==> config.mk <==
export PLATFORM = sky130hd
export DESIGN_NAME = slot_display_scan_flat
export DESIGN_NICKNAME = d
export VERILOG_FILES = /design/src/rtl/slot_display_scan_if.sv /design/src/rtl/slot_display_scan.sv /design/src/flat_wrapper.sv
export SDC_FILE = /design/constraint.sdc
export NUM_CORES = 1
export LEC_CHECK = 0
export ABC_AREA = 0
export BUFFER_PORTS_ARGS = -buffer_cell sky130_fd_sc_hd__buf_2
export CORE_ASPECT_RATIO = 1.1
export CORE_MARGIN = 2
export CORE_UTILIZATION = 61
export DETAILED_ROUTE_END_ITERATION = 10
export PLACE_DENSITY_LB_ADDON = 0.3
export SETUP_SLACK_MARGIN = 0.02
export SYNTH_ARGS = -nofsm -noshare
export SYNTH_HDL_FRONTEND = slang
export SYNTH_SLANG_ARGS = --single-unit
==> constraint.sdc <==
create_clock -name clk -period 4.81 [get_ports clk]
set_input_delay 0.7215 -clock clk [delete_from_list [all_inputs] [get_ports clk]]
set_output_delay 0.7215 -clock clk [all_outputs]
set_load 0.05 [all_outputs]
==> src/rtl/slot_display_scan_if.sv <==
// rtl/slot_display_scan_if.sv - digit inputs and display outputs of slot_display_scan
interface slot_display_scan_if;
    logic [3:0] randNum1;
    logic [3:0] randNum2;
    logic [3:0] randNum3;
    logic [3:0] randNum4;
    logic [3:0] an;
    logic [6:0] seg;
    logic       match;

    // master drives the four digits and observes the display
    modport master (
        output randNum1, randNum2, randNum3, randNum4,
        input  an, seg, match
    );

    // slave is the scanner: consumes digits, drives the display
    modport slave (
        input  randNum1, randNum2, randNum3, randNum4,
        output an, seg, match
    );
endinterface

==> src/rtl/slot_display_scan.sv <==
// rtl/slot_display_scan.sv - 4-digit 7-segment scanner with match flag, optional blink (BLINK_ON_MATCH_EN)
module slot_display_scan #(
    parameter int REFRESH_DIV  = 100000,
    parameter int BLINK_FRAMES = 128
) (
    input  logic               clk,
    input  logic               reset,
    slot_display_scan_if.slave disp
);

    localparam int RW = (REFRESH_DIV > 2) ? $clog2(REFRESH_DIV) : 1;
    localparam logic [RW-1:0] RCNT_LAST = RW'(REFRESH_DIV - 1);

    generate
        if (REFRESH_DIV < 2 || BLINK_FRAMES < 1) begin : g_bad_params
            $error("slot_display_scan: REFRESH_DIV must be >= 2 and BLINK_FRAMES >= 1");
        end
    endgenerate

    // active-low segment pattern {g,f,e,d,c,b,a} for one hex digit
    function automatic logic [6:0] hexdec(input logic [3:0] v);
        logic [6:0] s;
        case (v)
            4'h0:    s = 7'b1000000;
            4'h1:    s = 7'b1111001;
            4'h2:    s = 7'b0100100;
            4'h3:    s = 7'b0110000;
            4'h4:    s = 7'b0011001;
            4'h5:    s = 7'b0010010;
            4'h6:    s = 7'b0000010;
            4'h7:    s = 7'b1111000;
            4'h8:    s = 7'b0000000;
            4'h9:    s = 7'b0010000;
            4'hA:    s = 7'b0001000;
            4'hB:    s = 7'b0000011;
            4'hC:    s = 7'b1000110;
            4'hD:    s = 7'b0100001;
            4'hE:    s = 7'b0000110;
            default: s = 7'b0001110;
        endcase
        return s;
    endfunction

    logic [RW-1:0] rcnt_q, rcnt_d;
    logic [1:0]    didx_q, didx_d;
    logic [15:0]   snap_q, snap_d;
    logic [3:0]    an_q, an_d;
    logic [6:0]    seg_q, seg_d;
    logic          match_q, match_d;
    logic          tick;
    logic          frame_tick;
    logic          blank;
    logic [3:0]    cur_nib;

    // refresh divider, digit index and once-per-frame snapshot of the inputs
    always_comb begin
        tick       = (rcnt_q == RCNT_LAST);
        frame_tick = tick && (didx_q == 2'd3);
        rcnt_d     = tick ? '0 : rcnt_q + RW'(1);
        didx_d     = tick ? didx_q + 2'd1 : didx_q;
        snap_d     = snap_q;
        if (frame_tick) begin
            snap_d = {disp.randNum1, disp.randNum2, disp.randNum3, disp.randNum4};
        end
    end

    // digit select, segment decode and four-of-a-kind compare on the snapshot
    always_comb begin
        case (didx_q)
            2'd0:    cur_nib = snap_q[15:12];
            2'd1:    cur_nib = snap_q[11:8];
            2'd2:    cur_nib = snap_q[7:4];
            default: cur_nib = snap_q[3:0];
        endcase
        an_d    = blank ? 4'b1111 : ~(4'b1000 >> didx_q);
        seg_d   = hexdec(cur_nib);
        match_d = (snap_q[15:12] == snap_q[11:8]) &&
                  (snap_q[11:8]  == snap_q[7:4])  &&
                  (snap_q[7:4]   == snap_q[3:0]);
    end

    // scan state and registered display outputs
    always_ff @(posedge clk or negedge reset) begin
        if (!reset) begin
            rcnt_q  <= '0;
            didx_q  <= 2'd0;
            snap_q  <= 16'h0000;
            an_q    <= 4'b1111;
            seg_q   <= 7'b1111111;
            match_q <= 1'b0;
        end else begin
            rcnt_q  <= rcnt_d;
            didx_q  <= didx_d;
            snap_q  <= snap_d;
            an_q    <= an_d;
            seg_q   <= seg_d;
            match_q <= match_d;
        end
    end

`ifdef BLINK_ON_MATCH_EN
    localparam int BW = (BLINK_FRAMES > 1) ? $clog2(BLINK_FRAMES) : 1;
    localparam logic [BW-1:0] BCNT_LAST = BW'(BLINK_FRAMES - 1);

    logic [BW-1:0] bcnt_q, bcnt_d;
    logic          phase_q, phase_d;

    // blank only while the match still holds, so a dropped match unblanks on the very next edge
    assign blank = phase_q && match_q;

    // frame counter toggles the blink phase every BLINK_FRAMES frames while matched
    always_comb begin
        bcnt_d  = bcnt_q;
        phase_d = phase_q;
        if (!match_q) begin
            bcnt_d  = '0;
            phase_d = 1'b0;
        end else if (frame_tick) begin
            if (bcnt_q == BCNT_LAST) begin
                bcnt_d  = '0;
                phase_d = ~phase_q;
            end else begin
                bcnt_d = bcnt_q + BW'(1);
            end
        end
    end

    // blink state registers
    always_ff @(posedge clk or negedge reset) begin
        if (!reset) begin
            bcnt_q  <= '0;
            phase_q <= 1'b0;
        end else begin
            bcnt_q  <= bcnt_d;
            phase_q <= phase_d;
        end
    end
`else
    // without blinking the display is never blanked outside reset
    assign blank = 1'b0;
`endif

    assign disp.an    = an_q;
    assign disp.seg   = seg_q;
    assign disp.match = match_q;

endmodule

==> src/flat_wrapper.sv <==
// flat-port wrapper written by rule: the top's interface ports become plain ports
module slot_display_scan_flat 
#(
    parameter int REFRESH_DIV  = 100000,
    parameter int BLINK_FRAMES = 128
)
  (clk, reset, disp_randNum1, disp_randNum2, disp_randNum3, disp_randNum4, disp_an, disp_seg, disp_match);
  slot_display_scan_if disp_i ();
  input  logic clk;
  input  logic reset;
  input wire logic [$bits(disp_i.randNum1)-1:0] disp_randNum1;
  input wire logic [$bits(disp_i.randNum2)-1:0] disp_randNum2;
  input wire logic [$bits(disp_i.randNum3)-1:0] disp_randNum3;
  input wire logic [$bits(disp_i.randNum4)-1:0] disp_randNum4;
  output wire logic [$bits(disp_i.an)-1:0] disp_an;
  output wire logic [$bits(disp_i.seg)-1:0] disp_seg;
  output wire logic [$bits(disp_i.match)-1:0] disp_match;
  assign disp_i.randNum1 = disp_randNum1;
  assign disp_i.randNum2 = disp_randNum2;
  assign disp_i.randNum3 = disp_randNum3;
  assign disp_i.randNum4 = disp_randNum4;
  assign disp_an = disp_i.an;
  assign disp_seg = disp_i.seg;
  assign disp_match = disp_i.match;
  slot_display_scan #(.REFRESH_DIV(REFRESH_DIV), .BLINK_FRAMES(BLINK_FRAMES)) u_core (.clk(clk), .reset(reset), .disp(disp_i));
endmodule
==> results.yml <==
clocking:
  postCtsSetupBuffers: 0
  cts_hold_buf: 0
  clk_path_buf_depth: 2
  clkTransAtPathRegs_ns: 0.08
  cts_tree: "yes"
  htree_levels: 2
  cts_made_buffers: 5
  clock_sinks: 47
  post_cts_resized: 0
  clk_latency_ns: 0.29
  cts_root_buf: "clkbuf_8"
sta:
  fmax_ghz: 0.3747
  finalSetupViolCount: 0
  fin_crit_ns: 2.669
  hold_violations: 0
  worstMarginPinSlew_ns: 1.238
  finalWorstSetupSlack_ns: 2.141
  tns_ns: 0
  maxSlewHeadroom_pct: 15.11
  rsz0062_at_grt: "no"
  fin_worst_skew_ns: 0.004713
  finalCritPeriodShare_pct: 55.48
  slew_viol_final: 0
layout:
  area_growth_pct: 11.76
  drive_gt1_share_pct: 30.26
  post-route-util_pct: 70.90
  diodes: 0
  fin_area_um2: 2591
  seq_area_um2: 1190
  layout.nets: 257
  fillers: 278
  layout_commonest_cell: "dfrtp_1"
  multi_input_area_um2: 1044
  final_cell_mix: "dfrtp_1, buf_2, mux2_2"
drt:
  dr_wl_met2_mm: 2.395
  wl_met3_um: 159
  dr.pass1.iters: 4
  drc_errors: 0
  wl_met1_mm: 1.754
  wl_per_cell_um: 15.72
  first_iter_violations: 143
  wl_mm: 4.369
  postRouteAntennaNets: 0
  via_count: 1636
  avgViaCountPerCell: 5.885
  top_layer: "met4"
floorplan:
  rows: 23
  io_pins: 30
  coreArea_um2: 3655
  start_util_pct: 63.44
  die_w_um: 62.78
  die-area_um2: 4310
  die_h_um: 68.66
synth:
  netlist_area_um2: 2318
  dominantRegCellSynth: "dfrtp_1"
  synth_area_leaders: "dfrtp_1, dfstp_2, mux2_2"
  yosys.area_share.simple_pct: 14.46
  synth_top_family_by_area: "simple AND/OR/NAND/NOR gates"
  synth-seq-cells: 47
  synth_top_area_share_pct: 38.86
  syn-num-nets: 226
  synth_cells: 196
  synth-adder-area-share_pct: 6.476
  async_flop_share_pct: 100.0
  synthMuxAreaShare_pct: 13.55
  synth_cell_type_count: 34
  synth_warnings: 0
  synth_top_area_cell: "dfrtp_1"
  synthXorXnorAreaFrac_pct: 5.666
  synth_edf_count: 0
  avgSynthCellArea_um2: 11.83
  synth_compound_area_share_pct: 4.857
  seq_area_frac_synth_pct: 51.32
setup_path:
  timing.rr.end: "u_core.didx_q[1]$_DFFE_PN0N_"
  critPathKind: "reg2reg"
  crit_arrival_ns: 2.84
  crit_buf_inv: 0
  cp.depth: 5
  critical_path.max_fanout: 11
  crit_chain: "ha_1, and4_1, nand2_4, nor3_1, mux2_2"
  rr_startpoint: "u_core.rcnt_q[0]$_DFF_PN0_"
  worstSetupStartpointType: "flip-flop"
  crit_family: "simple AND/OR/NAND/NOR gates"
  cp-startpoint: "u_core.rcnt_q[0]$_DFF_PN0_"
  r2r_slack_ns: 2.14
  r2r_cells: 5
  critPathRequiredTime_ns: 4.99
  cp-end-kind: "flip-flop"
  slowest_stage: "nor3_1"
  cpPeakStageDelay_ns: 1.00
  setup.worst_path.end: "u_core.didx_q[1]$_DFFE_PN0N_"
hold_path:
  min_path_cells: 1
  worst_hold_path_type: "reg2reg"
pwr:
  power_switching_uw: 132.2
  cell_internal_pwr_uw: 534.7
  p_sw_share_pct: 19.82
  power-per-cell-area_nw_per_um2: 257.4
  sequentialPowerShare_pct: 59.3
  p_total_uw: 666.9
  power_frac_comb_pct: 2.0
  clkPwrFrac_pct: 38.7
  p_leak_uw: 0.001207
  irDropWorstVdd_v: 0.0001750
place:
  placed_cell_area_um2: 2490
  finalWeightedCongestion: 0.8409
  dp_hpwl_mm: 3.226
  portBuffers: 29
  dpl_worst_slack_ns: 2.166
grt:
  grt_pass1_vias: 1691
  grt_overflow: 0
  antenna_found_initial: 0
  grt_first_pass_wirelength_mm: 7.521
  grt_max_degree: 48
  grt.total_usage_pct: 22.57
flow_run:
  max_cap_viol_count: 0
status:
  status: "finished clean"
per-layer routing:
metal,up-vias,GRT usage (%)
li1,754,-
met1,830,24.31
met2,44,44.09
met3,8,4.383
met4,0,9.722
met5,-,0
cells by family (layout without fill, tap and decap cells):
logic type,after synthesis,count (layout)
buf+inv,18,50
fa+ha+maj,12,12
compound gates,16,16
xor+xnor,15,15
mux,29,29
flops,47,47
simple gates,59,59
Yosys cell counts, drive strengths merged, types with 5 or more instances:
cell type,instances
mux2,19
mux2i,10
inv,13
xnor2,10
o22ai,6
xor2,5
nor4,5
nor2,12
and4,5
ha,12
dfstp,11
nand2,14
dfrtp,36
power by group through the flow:
stage | registers, uW | clock network (uW) | logic [uW]
3_5_place_dp | 403 | 0 | 14.2
4_1_cts | 395 | 264 | 14.2
5_1_grt | 395 | 285 | 15.9
6_report | 395 | 258 | 13.6
3_3_place_gp | 403 | 0 | 13.2
2_1_floorplan | 403 | 0 | 0.110
state kept, by name (all words and copies together), names as in the netlist:
signal	cells
u_core.rcnt_q	17
u_core.didx_q	2
u_core.snap_q	16
u_core.disp.match	1
u_core.disp.an	4
u_core.disp.seg	7
worst min-delay path by stage:
stage / slack, ns / endpoint / start
floorplan: 0.43 / u_core.didx_q[0]$_DFFE_PN0N_ / reset
global placement: 0.47 / u_core.rcnt_q[0]$_DFF_PN0_ / u_core.rcnt_q[0]$_DFF_PN0_
detailed placement: 0.49 / u_core.rcnt_q[0]$_DFF_PN0_ / u_core.rcnt_q[0]$_DFF_PN0_
CTS: 0.51 / u_core.rcnt_q[0]$_DFF_PN0_ / u_core.rcnt_q[0]$_DFF_PN0_
global route: 0.52 / u_core.rcnt_q[0]$_DFF_PN0_ / u_core.rcnt_q[0]$_DFF_PN0_
finish: 0.50 / u_core.rcnt_q[0]$_DFF_PN0_ / u_core.rcnt_q[0]$_DFF_PN0_
area by class of cell:
class / instances / share of cell area, %
flip-flops and latches: 47 / 45.92
multi-input cells: 131 / 40.27
repair buffers: 29 / 5.601
clock buffers: 8 / 3.911
well taps: 50 / 2.414
inverters: 13 / 1.883
metrics by stage:
stage | hold WS (ns) | cells
5_1_grt | 0.5243 | 278
4_1_cts | 0.5053 | 278
3_5_place_dp | 0.4935 | 270
6_report | 0.5044 | 278
2_1_floorplan | 0.4259 | 196
3_3_place_gp | 0.4667 | 270
(Power assumes the default switching activity.)
